## src/rtl/mult_div_unit.sv

```systemverilog
`default_nettype none
// ============================================================================
// Module   : mult_div_unit
// Purpose  : Radix-2 iterative MULT/MULTU/DIV/DIVU into HI/LO with MTHI/MTLO.
// Revision : 1.0  initial release
// ============================================================================
module mult_div_unit #(
    parameter int WIDTH = 32
) (
    input  logic             clk,
    input  logic             rst_n,
    input  logic             start,
    input  logic [1:0]       op,
    input  logic [WIDTH-1:0] op1,
    input  logic [WIDTH-1:0] op2,
    input  logic             hi_we,
    input  logic             lo_we,
    input  logic [WIDTH-1:0] wdata,
    output logic             busy,
    output logic             done,
    output logic [WIDTH-1:0] hi,
    output logic [WIDTH-1:0] lo
);

    localparam int CW = $clog2(WIDTH);
    localparam logic [CW-1:0] ITER_LAST = CW'(WIDTH - 1);

    typedef enum logic [1:0] {
        S_IDLE = 2'd0,
        S_CALC = 2'd1,
        S_FIX  = 2'd2
    } state_t;

    state_t             state_q, state_d;
    logic               is_div_q, is_div_d;
    logic               neg_res_q, neg_res_d;
    logic               neg_rem_q, neg_rem_d;
    logic [CW-1:0]      iter_q, iter_d;
    logic [WIDTH-1:0]   op1_q, op1_d;
    logic [WIDTH-1:0]   opb_q, opb_d;
    logic [2*WIDTH-1:0] acc_q, acc_d;
    logic [WIDTH-1:0]   hi_q, hi_d;
    logic [WIDTH-1:0]   lo_q, lo_d;
    logic               busy_q, busy_d;
    logic               done_q, done_d;

    logic               w_signed;
    logic [WIDTH-1:0]   w_a_mag, w_b_mag;
    logic [WIDTH:0]     w_msum;
    logic [WIDTH:0]     w_trial, w_diff;
    logic               w_ge;
    logic [2*WIDTH-1:0] w_mult_next, w_div_next, w_prod;
    logic [WIDTH-1:0]   w_quo, w_rem;

    always_comb begin
        w_signed = ~op[0];
        w_a_mag  = (w_signed && op1[WIDTH-1]) ? -op1 : op1;
        w_b_mag  = (w_signed && op2[WIDTH-1]) ? -op2 : op2;

        // Shift-add: low half holds the remaining multiplier bits.
        w_msum      = {1'b0, acc_q[2*WIDTH-1:WIDTH]}
                    + ({(WIDTH+1){acc_q[0]}} & {1'b0, opb_q});
        w_mult_next = {w_msum, acc_q[WIDTH-1:1]};

        // Restoring divide: shift in next dividend bit, subtract if it fits.
        w_trial    = acc_q[2*WIDTH-1:WIDTH-1];
        w_diff     = w_trial - {1'b0, opb_q};
        w_ge       = ~w_diff[WIDTH];
        w_div_next = {(w_ge ? w_diff[WIDTH-1:0] : w_trial[WIDTH-1:0]),
                      acc_q[WIDTH-2:0], w_ge};

        w_prod = neg_res_q ? -acc_q : acc_q;
        w_quo  = neg_res_q ? -acc_q[WIDTH-1:0] : acc_q[WIDTH-1:0];
        w_rem  = neg_rem_q ? -acc_q[2*WIDTH-1:WIDTH] : acc_q[2*WIDTH-1:WIDTH];
    end

    always_comb begin
        state_d   = state_q;
        is_div_d  = is_div_q;
        neg_res_d = neg_res_q;
        neg_rem_d = neg_rem_q;
        iter_d    = iter_q;
        op1_d     = op1_q;
        opb_d     = opb_q;
        acc_d     = acc_q;
        hi_d      = hi_q;
        lo_d      = lo_q;
        busy_d    = busy_q;
        done_d    = 1'b0;

        case (state_q)
            S_IDLE: begin
                if (start) begin
                    state_d   = S_CALC;
                    is_div_d  = op[1];
                    neg_res_d = w_signed & (op1[WIDTH-1] ^ op2[WIDTH-1]);
                    neg_rem_d = w_signed & op1[WIDTH-1];
                    iter_d    = '0;
                    op1_d     = op1;
                    opb_d     = w_b_mag;
                    acc_d     = {{WIDTH{1'b0}}, w_a_mag};
                    busy_d    = 1'b1;
                end else begin
                    if (hi_we) hi_d = wdata;
                    if (lo_we) lo_d = wdata;
                end
            end
            S_CALC: begin
                acc_d  = is_div_q ? w_div_next : w_mult_next;
                iter_d = iter_q + 1'b1;
                if (iter_q == ITER_LAST) state_d = S_FIX;
            end
            S_FIX: begin
                state_d = S_IDLE;
                busy_d  = 1'b0;
                done_d  = 1'b1;
                if (!is_div_q) begin
                    hi_d = w_prod[2*WIDTH-1:WIDTH];
                    lo_d = w_prod[WIDTH-1:0];
                end else if (opb_q == '0) begin
                    // Divide by zero reports the untouched dividend bits.
                    hi_d = op1_q;
                    lo_d = '1;
                end else begin
                    hi_d = w_rem;
                    lo_d = w_quo;
                end
            end
            default: begin
                state_d = S_IDLE;
                busy_d  = 1'b0;
            end
        endcase
    end

    always_ff @(posedge clk or negedge rst_n) begin
        if (!rst_n) begin
            state_q   <= S_IDLE;
            is_div_q  <= 1'b0;
            neg_res_q <= 1'b0;
            neg_rem_q <= 1'b0;
            iter_q    <= '0;
            op1_q     <= '0;
            opb_q     <= '0;
            acc_q     <= '0;
            hi_q      <= '0;
            lo_q      <= '0;
            busy_q    <= 1'b0;
            done_q    <= 1'b0;
        end else begin
            state_q   <= state_d;
            is_div_q  <= is_div_d;
            neg_res_q <= neg_res_d;
            neg_rem_q <= neg_rem_d;
            iter_q    <= iter_d;
            op1_q     <= op1_d;
            opb_q     <= opb_d;
            acc_q     <= acc_d;
            hi_q      <= hi_d;
            lo_q      <= lo_d;
            busy_q    <= busy_d;
            done_q    <= done_d;
        end
    end

    assign busy = busy_q;
    assign done = done_q;
    assign hi   = hi_q;
    assign lo   = lo_q;

endmodule
`default_nettype wire
```

## config.mk

```make
export PLATFORM = sky130hd
export DESIGN_NAME = mult_div_unit
export DESIGN_NICKNAME = d
export VERILOG_FILES = /design/src/rtl/mult_div_unit.sv
export SDC_FILE = /design/constraint.sdc
export NUM_CORES = 1
export LEC_CHECK = 0
export ABC_AREA = 1
export ABC_CLOCK_PERIOD_IN_PS = 2800
export BUFFER_PORTS_ARGS = -buffer_cell sky130_fd_sc_hd__buf_2
export CORE_MARGIN = 1
export CORE_UTILIZATION = 45
export CTS_CLUSTER_DIAMETER = 40
export CTS_CLUSTER_SIZE = 14
export DETAILED_ROUTE_END_ITERATION = 10
export GPL_TIMING_DRIVEN = 1
export PLACE_DENSITY = 0.73
export SYNTH_ARGS = -nofsm -noshare
export SYNTH_HDL_FRONTEND = slang
export SYNTH_SLANG_ARGS = --single-unit
```

## constraint.sdc

```tcl
create_clock -name clk -period 2.8 [get_ports clk]
set_clock_uncertainty 0.1 [all_clocks]
set_input_delay 0.56 -clock clk [delete_from_list [all_inputs] [get_ports clk]]
set_output_delay 0.56 -clock clk [all_outputs]
set_load 0.01 [all_outputs]
```

==> summary.txt <==
Status -> finished, final reports clean
Min Clock Period, post-route -> 2.686 ns
Worst-Skew Late Latency -> 0.57 ns
Post-Syn Nets -> 3538
Max Cap Viol -> 0
CTS max path bufs -> 3
Total track usage -> 0.3685
Row count -> 76
Slowest cell on crit path -> dfrtp_1
Pin count of the biggest net entering global routing -> 82
Antenna viol nets, final -> 0
Cell count along the critical path -> 18
DRT iter0 DRCs -> 3005
# Post-CTS Setup Buffers -> 0
HPWL Detailed -> 66200 um
Mean Syn Cell Area -> 5.844 um^2
Crit path cell chain -> buf_12, nand2_1, inv_1, ha_1, nand2_2, inv_1, nand2_1, nand3_1, a21oi_1, nor2_1, nor2_1, nand2_1, nand2_1, nand3_1, nand2_1, inv_1, nand2_1, nand2_1
Synth warn -> 0
Htree depth -> 2
Nets -> 3803
Worst path max stage delay -> 0.41 ns
Hold Crit Class -> input pin to flip-flop
Kind of critical path -> flip-flop to flip-flop
First-pass DRT Iterations -> 6
Via density -> 5.481
Achievable Freq -> 372.3 MHz
Reg2Reg Depth -> 18
Clk pwr share -> 0.136
Post-synth EDFFs -> 0
Final hold viol count -> 0
Seq cells post-synth -> 204
Area contributors post-synth -> dfrtp_1, nand2_1, inv_1, nor2_1, nand3_1
WP data required -> 3.14 ns
Switching part of the total -> 0.5463
Pint -> 0.01641 W
Clock transition at the registers of the reported paths -> 0.05 ns
Seq pwr share -> 0.160
Seq/Total Area, Yosys -> 0.2598
Most frequent cells after synthesis -> nand2_1, inv_1, nor2_1
Worst EP arrival -> 3.02 ns
Post-synth top area share -> 0.2598
Most used cell, CP -> nand2_1
Cell with the most instances after synthesis -> nand2_1
Synth Area in Simple Gates -> 0.3960
Layout cells sized above 1 -> 0.1430
CTS Buf Count -> 39
Adder-Cell Fraction of Synth Area -> 0.04660
I/O pin count -> 169
Worst VDD drop -> 0.6661 mV
Grt total ovfl -> 0
Antenna violations before repair -> 2
Placer Congestion -> 1.091
Residual DRC -> 0
DIE WIDTH -> 211.0 um
Total Wirelength -> 82750 um
FF-to-FF setup slack -> 0.11 ns
Count of cell types in the netlist -> 47
Pwr dens -> 1522 nW/um^2
Start point of the critical path -> acc_q[0]
Die height -> 211.0 um
Core area -> 43080 um^2
Initial Util -> 0.4562
Synth Instances -> 3363
Post-placement setup slack -> 0.003777 ns
Final setup fails -> 0
Peak fanout along the critical path -> 31
First-pass GRT wire length -> 124200 um
Final worst slack -> 0.1142 ns
Vias -> 23260
Crit path capture -> acc_q[56]
Root cell of the clock tree -> clkbuf_16
Crit path capture type -> flip-flop
Crit path buf inv count -> 4
Slew HR -> 0.4766
Syn Std Cell Area -> 19650 um^2
Combinational share of power -> 0.703
Predominant post-synthesis flop cell -> dfrtp_1
CP startpoint kind -> flip-flop
Vias in the first global route -> 20890
Slew Viols, Final -> 0
DR WL/cell -> 19.50 um
CTS tree -> yes
Xor and xnor fraction of the mapped netlist area -> 0.03699
RR Startpoint -> acc_q[0]
Critical path's top delay family -> simple AND/OR/NAND/NOR gates
Static Leak -> 12.47 nW
Reg-to-Reg End -> acc_q[56]
Unrepaired setup endpoints after global routing -> yes
PortBufs -> 168
Switching pwr -> 0.01976 W
CTS sink cnt -> 204
Die area -> 44510 um^2
Multiplexer share of the synthesized area -> 0
Worst slew pin tran -> 0.7769 ns
Main combinational cell family by area after synthesis -> simple AND/OR/NAND/NOR gates
Complex-gate fraction of the synthesized area -> 0.1466
Total Power -> 0.03617 W
Layout area overhead -> 20.91%
Post-synth top area cell -> dfrtp_1
Crit share post-route -> 0.9592
Async SR Flop Fraction -> 1.000
==> final cells by class <==
| class | instances | area, um^2 |
|---|---|---|
| Clock buffer | 46 | 1042 |
| Clock inverter | 24 | 324.1 |
| Tap cell | 585 | 732.0 |
| Inverter | 458 | 1723 |
| Antenna cell | 2 | 5.005 |
| Fill cell | 4465 | 19310 |
| Multi-Input combinational cell | 2576 | 12460 |
| Timing Repair Buffer | 349 | 2361 |
| Sequential cell | 204 | 5111 |
==> stage by stage <==
| stage | instance area [um^2] | TNS (ns) | utilization | hold slack [ns] | cells |
|---|---|---|---|---|---|
| final | 23760 | 0 | 0.5516 | 0.1226 | 4244 |
| after CTS | 23620 | 0 | 0.5483 | 0.1094 | 4242 |
| after floorplan | 19650 | 0 | - | 0.1644 | 3363 |
| after global routing | 23760 | -0.1068 | 0.5515 | 0.1177 | 4242 |
| after global placement | 22240 | -0.01283 | 0.5163 | 0.3603 | 4171 |
| after detailed placement | 22240 | 0 | 0.5163 | 0.3652 | 4171 |
==> registers in the layout (all words and copies together), names as in the netlist <==
signal and flops:
busy 1, lo 32, op1_q 32, opb_q 32, hi 32, neg_rem_q 1, acc_q 64, state_q 2
iter_q 5, is_div_q 1, neg_res_q 1, done 1
==> tightest hold or removal path: stages <==
cell and delay (ns):
buf_2 0.08, nand2_1 0.05, o21ai_0 0.06
==> routing by layer <==
layer  part of all wire  global-route usage  vias up
met5                  0                   0        -
li1                   -                   -    11250
met3               0.13             0.09218      149
met2               0.39              0.5077     1311
met1               0.45              0.5565    10550
met4              0.030              0.1077        0
==> power by group through the flow <==
stage	Combinational (W)	Clock, W	Sequential (W)
6_report	0.0254	0.00493	0.00580
5_1_grt	0.0277	0.00509	0.00592
3_3_place_gp	0.0242	0	0.00574
2_1_floorplan	0.0148	0	0.00568
3_5_place_dp	0.0241	0	0.00576
4_1_cts	0.0243	0.00496	0.00573
==> worst min-delay path by stage <==
stage | to | startpoint | cells after the start
after floorplan | acc_q[0] | rst_n | 0
after global placement | op1_q[8] | op1_q[8] | 2
after detailed placement | hi[8] | hi[8] | 2
after CTS | is_div_q | op[1] | 3
after global routing | is_div_q | op[1] | 3
final | is_div_q | op[1] | 3
==> cell families after synthesis <==
group / Yosys count
flops: 204
buf+inv: 583
fa+ha+maj: 72
simple gates: 1876
xor+xnor: 83
compound gates: 545
==> what timing repair did <==
action	in CTS	in global routing
gates resized for setup	2	50
pin swaps	0	2
hold endpoints to repair	50	0
hold buffers	1	0
setup endpoints to repair	1	37
==> cell usage in the layout, fill, tap and decap left out, types with 66 or more instances in the layout <==
cell type / instances
nand2_1: 1021
inv_1: 440
nor2_1: 394
nand3_1: 301
o21ai_0: 238
a21oi_1: 211
dfrtp_1: 199
buf_4: 168
buf_2: 167
ha_1: 66
Power figures use the tool's default switching activity.
